[src/rtl/adc_spi_reader.sv]
// ---------------------------------------------------------------------------
// adc_spi_reader
//
// Serial front end for the motor-current ADC. Each rising edge of start_i
// (the PWM stage's ADC latch pulse) runs one SPI frame: cs_n_o drops, a
// setup delay of CLK_DIV cycles elapses with sclk_o high, then FRAME_BITS
// SCLK periods clock the word in MSB first. The low DATA_W bits are then
// presented on data_o in a single cycle, flagged by valid_o. A quiet gap
// with cs_n_o high follows before another request is accepted.
//
// Ports
//   clk_i    in   system clock, all logic on the rising edge
//   rst_i    in   asynchronous active-high reset, aborts any frame at once
//   start_i  in   conversion request, only 0->1 transitions count
//   sdata_i  in   ADC serial data, MSB first, changes after SCLK falls
//   cs_n_o   out  ADC chip select, active low
//   sclk_o   out  ADC serial clock, idles high
//   data_o   out  last valid conversion result, unsigned
//   valid_o  out  one-cycle pulse, data_o updated this cycle
//   err_o    out  one-cycle pulse with valid_o, a leading bit read as 1
//   busy_o   out  high from the accepted start edge until the quiet gap ends
// ---------------------------------------------------------------------------
module adc_spi_reader #(
  parameter int CLK_DIV    = 4,
  parameter int FRAME_BITS = 16,
  parameter int LEAD_BITS  = 4,
  parameter int QUIET_CYC  = 8,
  localparam int DATA_W    = FRAME_BITS - LEAD_BITS
) (
  input  logic              clk_i,
  input  logic              rst_i,
  input  logic              start_i,
  input  logic              sdata_i,
  output logic              cs_n_o,
  output logic              sclk_o,
  output logic [DATA_W-1:0] data_o,
  output logic              valid_o,
  output logic              err_o,
  output logic              busy_o
);

  localparam int MAX_CNT = (CLK_DIV > QUIET_CYC) ? CLK_DIV : QUIET_CYC;
  localparam int CNT_W   = $clog2(MAX_CNT + 1);
  localparam int BIT_W   = $clog2(FRAME_BITS + 1);

  localparam logic [CNT_W-1:0] DIV_LAST   = CNT_W'(CLK_DIV - 1);
  // The final SCLK-high half period is one cycle short so that the DONE
  // cycle completes it and valid_o lands on the documented latency.
  localparam logic [CNT_W-1:0] DIV_PRE    = CNT_W'(CLK_DIV - 2);
  localparam logic [CNT_W-1:0] QUIET_LAST = CNT_W'(QUIET_CYC - 1);
  localparam logic [BIT_W-1:0] BITS_ALL   = BIT_W'(FRAME_BITS);

  localparam logic [2:0] ST_IDLE  = 3'd0;
  localparam logic [2:0] ST_SETUP = 3'd1;
  localparam logic [2:0] ST_SHIFT = 3'd2;
  localparam logic [2:0] ST_DONE  = 3'd3;
  localparam logic [2:0] ST_QUIET = 3'd4;

  logic [2:0]            state_q, state_d;
  logic [CNT_W-1:0]      cnt_q, cnt_d;
  logic [BIT_W-1:0]      bit_cnt_q, bit_cnt_d;
  logic [FRAME_BITS-1:0] shift_q, shift_d;
  logic                  cs_n_q, cs_n_d;
  logic                  sclk_q, sclk_d;
  logic [DATA_W-1:0]     data_q, data_d;
  logic                  valid_q, valid_d;
  logic                  err_q, err_d;
  logic                  busy_q, busy_d;
  logic                  start_q;
  logic                  start_edge;

  // start_q resets to 1 so a request already high at reset release is not
  // mistaken for a fresh edge.
  assign start_edge = start_i & ~start_q;

  always_comb begin
    state_d   = state_q;
    cnt_d     = cnt_q;
    bit_cnt_d = bit_cnt_q;
    shift_d   = shift_q;
    cs_n_d    = cs_n_q;
    sclk_d    = sclk_q;
    data_d    = data_q;
    valid_d   = 1'b0;
    err_d     = 1'b0;
    busy_d    = busy_q;

    case (state_q)
      ST_IDLE: begin
        if (start_edge) begin
          state_d   = ST_SETUP;
          cs_n_d    = 1'b0;
          busy_d    = 1'b1;
          cnt_d     = '0;
          bit_cnt_d = '0;
        end
      end

      ST_SETUP: begin
        if (cnt_q == DIV_LAST) begin
          state_d = ST_SHIFT;
          sclk_d  = 1'b0;
          cnt_d   = '0;
        end else begin
          cnt_d = cnt_q + 1'b1;
        end
      end

      ST_SHIFT: begin
        if (bit_cnt_q == BITS_ALL) begin
          // All bits captured; finish the last high half period.
          if (cnt_q == DIV_PRE) begin
            state_d = ST_DONE;
            cnt_d   = '0;
          end else begin
            cnt_d = cnt_q + 1'b1;
          end
        end else if (cnt_q == DIV_LAST) begin
          cnt_d  = '0;
          sclk_d = ~sclk_q;
          // Sample on the cycle SCLK is driven high; the ADC changed the bit
          // at the preceding fall, so it has been stable a half period.
          if (!sclk_q) begin
            shift_d   = {shift_q[FRAME_BITS-2:0], sdata_i};
            bit_cnt_d = bit_cnt_q + 1'b1;
          end
        end else begin
          cnt_d = cnt_q + 1'b1;
        end
      end

      ST_DONE: begin
        cs_n_d  = 1'b1;
        data_d  = shift_q[DATA_W-1:0];
        valid_d = 1'b1;
        err_d   = |shift_q[FRAME_BITS-1:DATA_W];
        state_d = ST_QUIET;
        cnt_d   = '0;
      end

      ST_QUIET: begin
        if (cnt_q == QUIET_LAST) begin
          busy_d  = 1'b0;
          state_d = ST_IDLE;
          cnt_d   = '0;
        end else begin
          cnt_d = cnt_q + 1'b1;
        end
      end

      default: begin
        state_d = ST_IDLE;
        cs_n_d  = 1'b1;
        sclk_d  = 1'b1;
        busy_d  = 1'b0;
        cnt_d   = '0;
      end
    endcase
  end

  always_ff @(posedge clk_i or posedge rst_i) begin
    if (rst_i) begin
      state_q   <= ST_IDLE;
      cnt_q     <= '0;
      bit_cnt_q <= '0;
      shift_q   <= '0;
      cs_n_q    <= 1'b1;
      sclk_q    <= 1'b1;
      data_q    <= '0;
      valid_q   <= 1'b0;
      err_q     <= 1'b0;
      busy_q    <= 1'b0;
      start_q   <= 1'b1;
    end else begin
      state_q   <= state_d;
      cnt_q     <= cnt_d;
      bit_cnt_q <= bit_cnt_d;
      shift_q   <= shift_d;
      cs_n_q    <= cs_n_d;
      sclk_q    <= sclk_d;
      data_q    <= data_d;
      valid_q   <= valid_d;
      err_q     <= err_d;
      busy_q    <= busy_d;
      start_q   <= start_i;
    end
  end

  assign cs_n_o  = cs_n_q;
  assign sclk_o  = sclk_q;
  assign data_o  = data_q;
  assign valid_o = valid_q;
  assign err_o   = err_q;
  assign busy_o  = busy_q;

endmodule

[config.mk]
export PLATFORM = sky130hd
export DESIGN_NAME = adc_spi_reader
export DESIGN_NICKNAME = d
export VERILOG_FILES = /design/src/rtl/adc_spi_reader.sv
export SDC_FILE = /design/constraint.sdc
export NUM_CORES = 1
export LEC_CHECK = 0
export BUFFER_PORTS_ARGS = -buffer_cell sky130_fd_sc_hd__buf_2
export CAP_MARGIN = 10
export CELL_PAD_IN_SITES_DETAIL_PLACEMENT = 0
export CELL_PAD_IN_SITES_GLOBAL_PLACEMENT = 2
export CORE_MARGIN = 1
export CORE_UTILIZATION = 43
export DETAILED_ROUTE_END_ITERATION = 12
export GPL_TIMING_DRIVEN = 0
export PLACE_DENSITY_LB_ADDON = 0.1
export SETUP_SLACK_MARGIN = 0.5
export SKIP_CTS_REPAIR_TIMING = 1
export SKIP_LAST_GASP = 1
export SYNTH_ARGS = -nofsm -noshare
export SYNTH_HDL_FRONTEND = slang
export SYNTH_SLANG_ARGS = --single-unit
[constraint.sdc]
create_clock -name clk_i -period 5.5 [get_ports clk_i]
set_clock_uncertainty 0.2 [all_clocks]
set_input_delay 0.825 -clock clk_i [delete_from_list [all_inputs] [get_ports clk_i]]
set_output_delay 0.825 -clock clk_i [all_outputs]
set_load 0.03 [all_outputs]
==> key figures <==
Power
  – Pwr dens: 411.4 nW/um2
  – VDD IR max: 164.6 uV
  – Leak Pwr: 1.242 nW

Global route
  – Grt met2 use: 0.2346
  – First-pass GRT wire length: 6548 um
  – Met3 Use GR: 0.04144
  – Total grt overflow: 0
  – Largest net degree at the start of global routing: 30
  – Vias in the first global route: 1,301
  – M1 GR Usage: 0.2358
  – GR peak layer: met1
  – Initial antenna violation count: 0
  – Total GRT Usage: 0.1638

Routing
  – Avg Vias per Cell: 5.064
  – Vias: 1,342
  – DR pass1 iterations: 4
  – DR iter-0 viols: 64
  – DRC: 0
  – Final wirelength: 3785 um
  – Drt wl/cell: 14.28 um
  – Routed Antenna Nets: 0

Yosys
  – Cell accounting for the most synthesized area: dfrtp_1
  – Post-Synth XOR/XNOR Area: 0.02418
  – Synthesized instance count: 169
  – Synthesized area: 2173 um2
  – Compound-cell area share of the yosys netlist: 0.06851
  – Simple-gate share of the synthesized area: 0.1324
  – Most used DFF post-synth: dfrtp_1
  – Async set or reset register ratio after synthesis: 1.000
  – Synth cell count leaders: dfrtp_1 (43), mux2_2 (18), mux2_4 (11), nor2_1 (11), nand2_1 (9)
  – Synth top area cells: dfrtp_1 (50%), mux2_2 (9.3%), mux2_4 (7.6%), dfstp_2 (3.6%), buf_6 (2.6%)
  – Syn Nets: 177
  – Largest family of logic cells by synthesized area: multiplexers
  – Post-synth EDFFs: 0
  – Register area share after synthesis: 0.5314
  – Mean Syn Cell Area: 12.86 um2
  – Adder and majority cell fraction of the synthesized area: 0.02303
  – Mux share of post-synthesis cell area: 0.1785
  – Unique masters post-synth: 43
  – Ys Warns: 0
  – Post-synth top area share: 0.4951
  – Yosys reg bits: 46
  – Top-count cell post-synth: dfrtp_1

Floorplanning
  – Chip height: 73.10 um
  – Starting Density: 0.4541
  – Ports: 21
  – Die area: 5343 um2
  – Die X: 73.10 um
  – Core area: 4786 um2
  – Cell Rows: 25

Clock tree
  – Clk sink count: 46
  – Max H-tree Level: 2
  – Clk_lat worst skew: 0.30 ns
  – CTS tree: built
  – CTS Root Cell: clkbuf_8
  – CTS Buffer Depth: 2
  – Clock-pin slew on the worst setup and hold paths: 0.09 ns
  – TritonCTS Buffers: 5

Setup path
  – Worst Path Buf+Inv: 1
  – CP top delay family: flip-flops
  – Critical path data required time: 4.47 ns
  – CP Max Fanout: 5
  – CP endpoint kind: output pin
  – Worst Setup Path Type: register to output pin
  – CP max stage delay: 0.59 ns
  – Crit path cell chain: buf_2
  – CP max-delay cell: dfstp_2
  – Startpoint types: register
  – Worst EP arrival: 1.10 ns

Finish
  – Share of layout cells above drive strength 1: 0.3838
  – Antenna diode instance count: 0
  – Area occupied by multi-input gates: 927.1 um2
  – # nets final: 205
  – Register area: 1155 um2
  – Area Growth Syn to Fin: 13.36%
  – Fillcell total: 424

STA
  – WHS: 0.3029 ns
  – Total negative setup slack: 0 ns
  – # setup viols final: 0
  – Tightest Pin Transition: 0.5398 ns
  – Post-layout min period: 2.129 ns
  – Final Cycle Share: 0.3870
  – Slew margin rel.: 0.6372
  – Fmax: 0.4698 GHz
  – Final Hold Viols: 0
  – Setup repair after global routing missed its margin: false
  – Slew Limit Fails: 0

Placement
  – Hpwl dp: 2730 um
  – PortBufs: 20
  – Placer Congestion: 0.7848

Run
  – Max cap viols: 0

Outcome
  – Outcome: finished clean

Worst hold path
  – HP Class: input pin to async pin
[cell usage in the layout (no fill, tap or decap), types with 3 or more instances in the layout]
cell / count
a21oi_1: 5
and2_1: 4
buf_2: 21
buf_6: 5
clkbuf_8: 5
dfrtp_1: 43
dfstp_2: 3
ha_1: 4
inv_1: 6
mux2_2: 18
mux2_4: 11
nand2_1: 9
nand4_1: 3
nor2_1: 11
nor3_1: 3
o21ai_0: 6
xnor2_1: 4
[per-layer routing]
metal	up-vias	wire [um]
met5	-	0
met4	0	62
met3	5	124
met2	20	1691
met1	669	1906
li1	648	-
[final timing paths]
path,startpoint,to,slack (ns),depth (start not counted)
worst max-delay path,sclk_o,sclk_o,3.37,1
worst max register to register,cnt_q[1],sclk_o,3.47,5
min in group clk_i,data_o[0],data_o[0],0.30,1
worst min-delay path,rst_i,state_q[0],0.30,2
worst min register to register,data_o[0],data_o[0],0.30,1
max in group asynchronous,rst_i,cnt_q[2],4.31,3
[power breakdown]
group	leakage [nW]	switching, mW	internal [mW]
Combinational	0.583	0.210	0.155
Sequential	0.615	0.0510	0.395
Clock	0.0452	0.113	0.0898
Total	1.24	0.374	0.640
[stage by stage]
step | utilization | power (mW) | instances | cell area (um2) | setup slack, ns
after detailed placement | 0.4967 | 0.8179 | 257 | 2377 | 3.414
after global routing | 0.5148 | 1.086 | 265 | 2464 | 3.317
after global placement | 0.4925 | 0.8069 | 256 | 2357 | 2.854
after CTS | 0.5148 | 1.024 | 265 | 2464 | 3.355
final | 0.5148 | 1.014 | 265 | 2464 | 3.371
after floorplan | - | 0.7311 | 169 | 2173 | 3.392
[flip-flops by register name, summed over array words and instances (netlist names)]
name	flops
state_q	3
cs_n_o	1
err_o	1
busy_o	1
bit_cnt_q	5
sclk_o	1
shift_q	16
data_o	12
start_q	1
cnt_q	4
valid_o	1
[cell families after synthesis]
group | count (synthesis)
AOI/OAI and AO/OA | 22
xor gates and xnor gates | 6
adders and majority gates | 4
buffers and inverters | 14
DFF | 46
muxes | 31
and+or+nand+nor | 46
[area by class of cell]
class / count / share of cell area
inverters: 7 / 0.01067
well taps: 67 / 0.03403
flip-flops and latches: 46 / 0.4688
multi-input cells: 109 / 0.3763
clock buffers: 6 / 0.02946
repair buffers: 21 / 0.04876
clock inverters: 2 / 0.005587
plain buffers: 7 / 0.02641
Note: power is estimated with default switching activity, not from simulation.
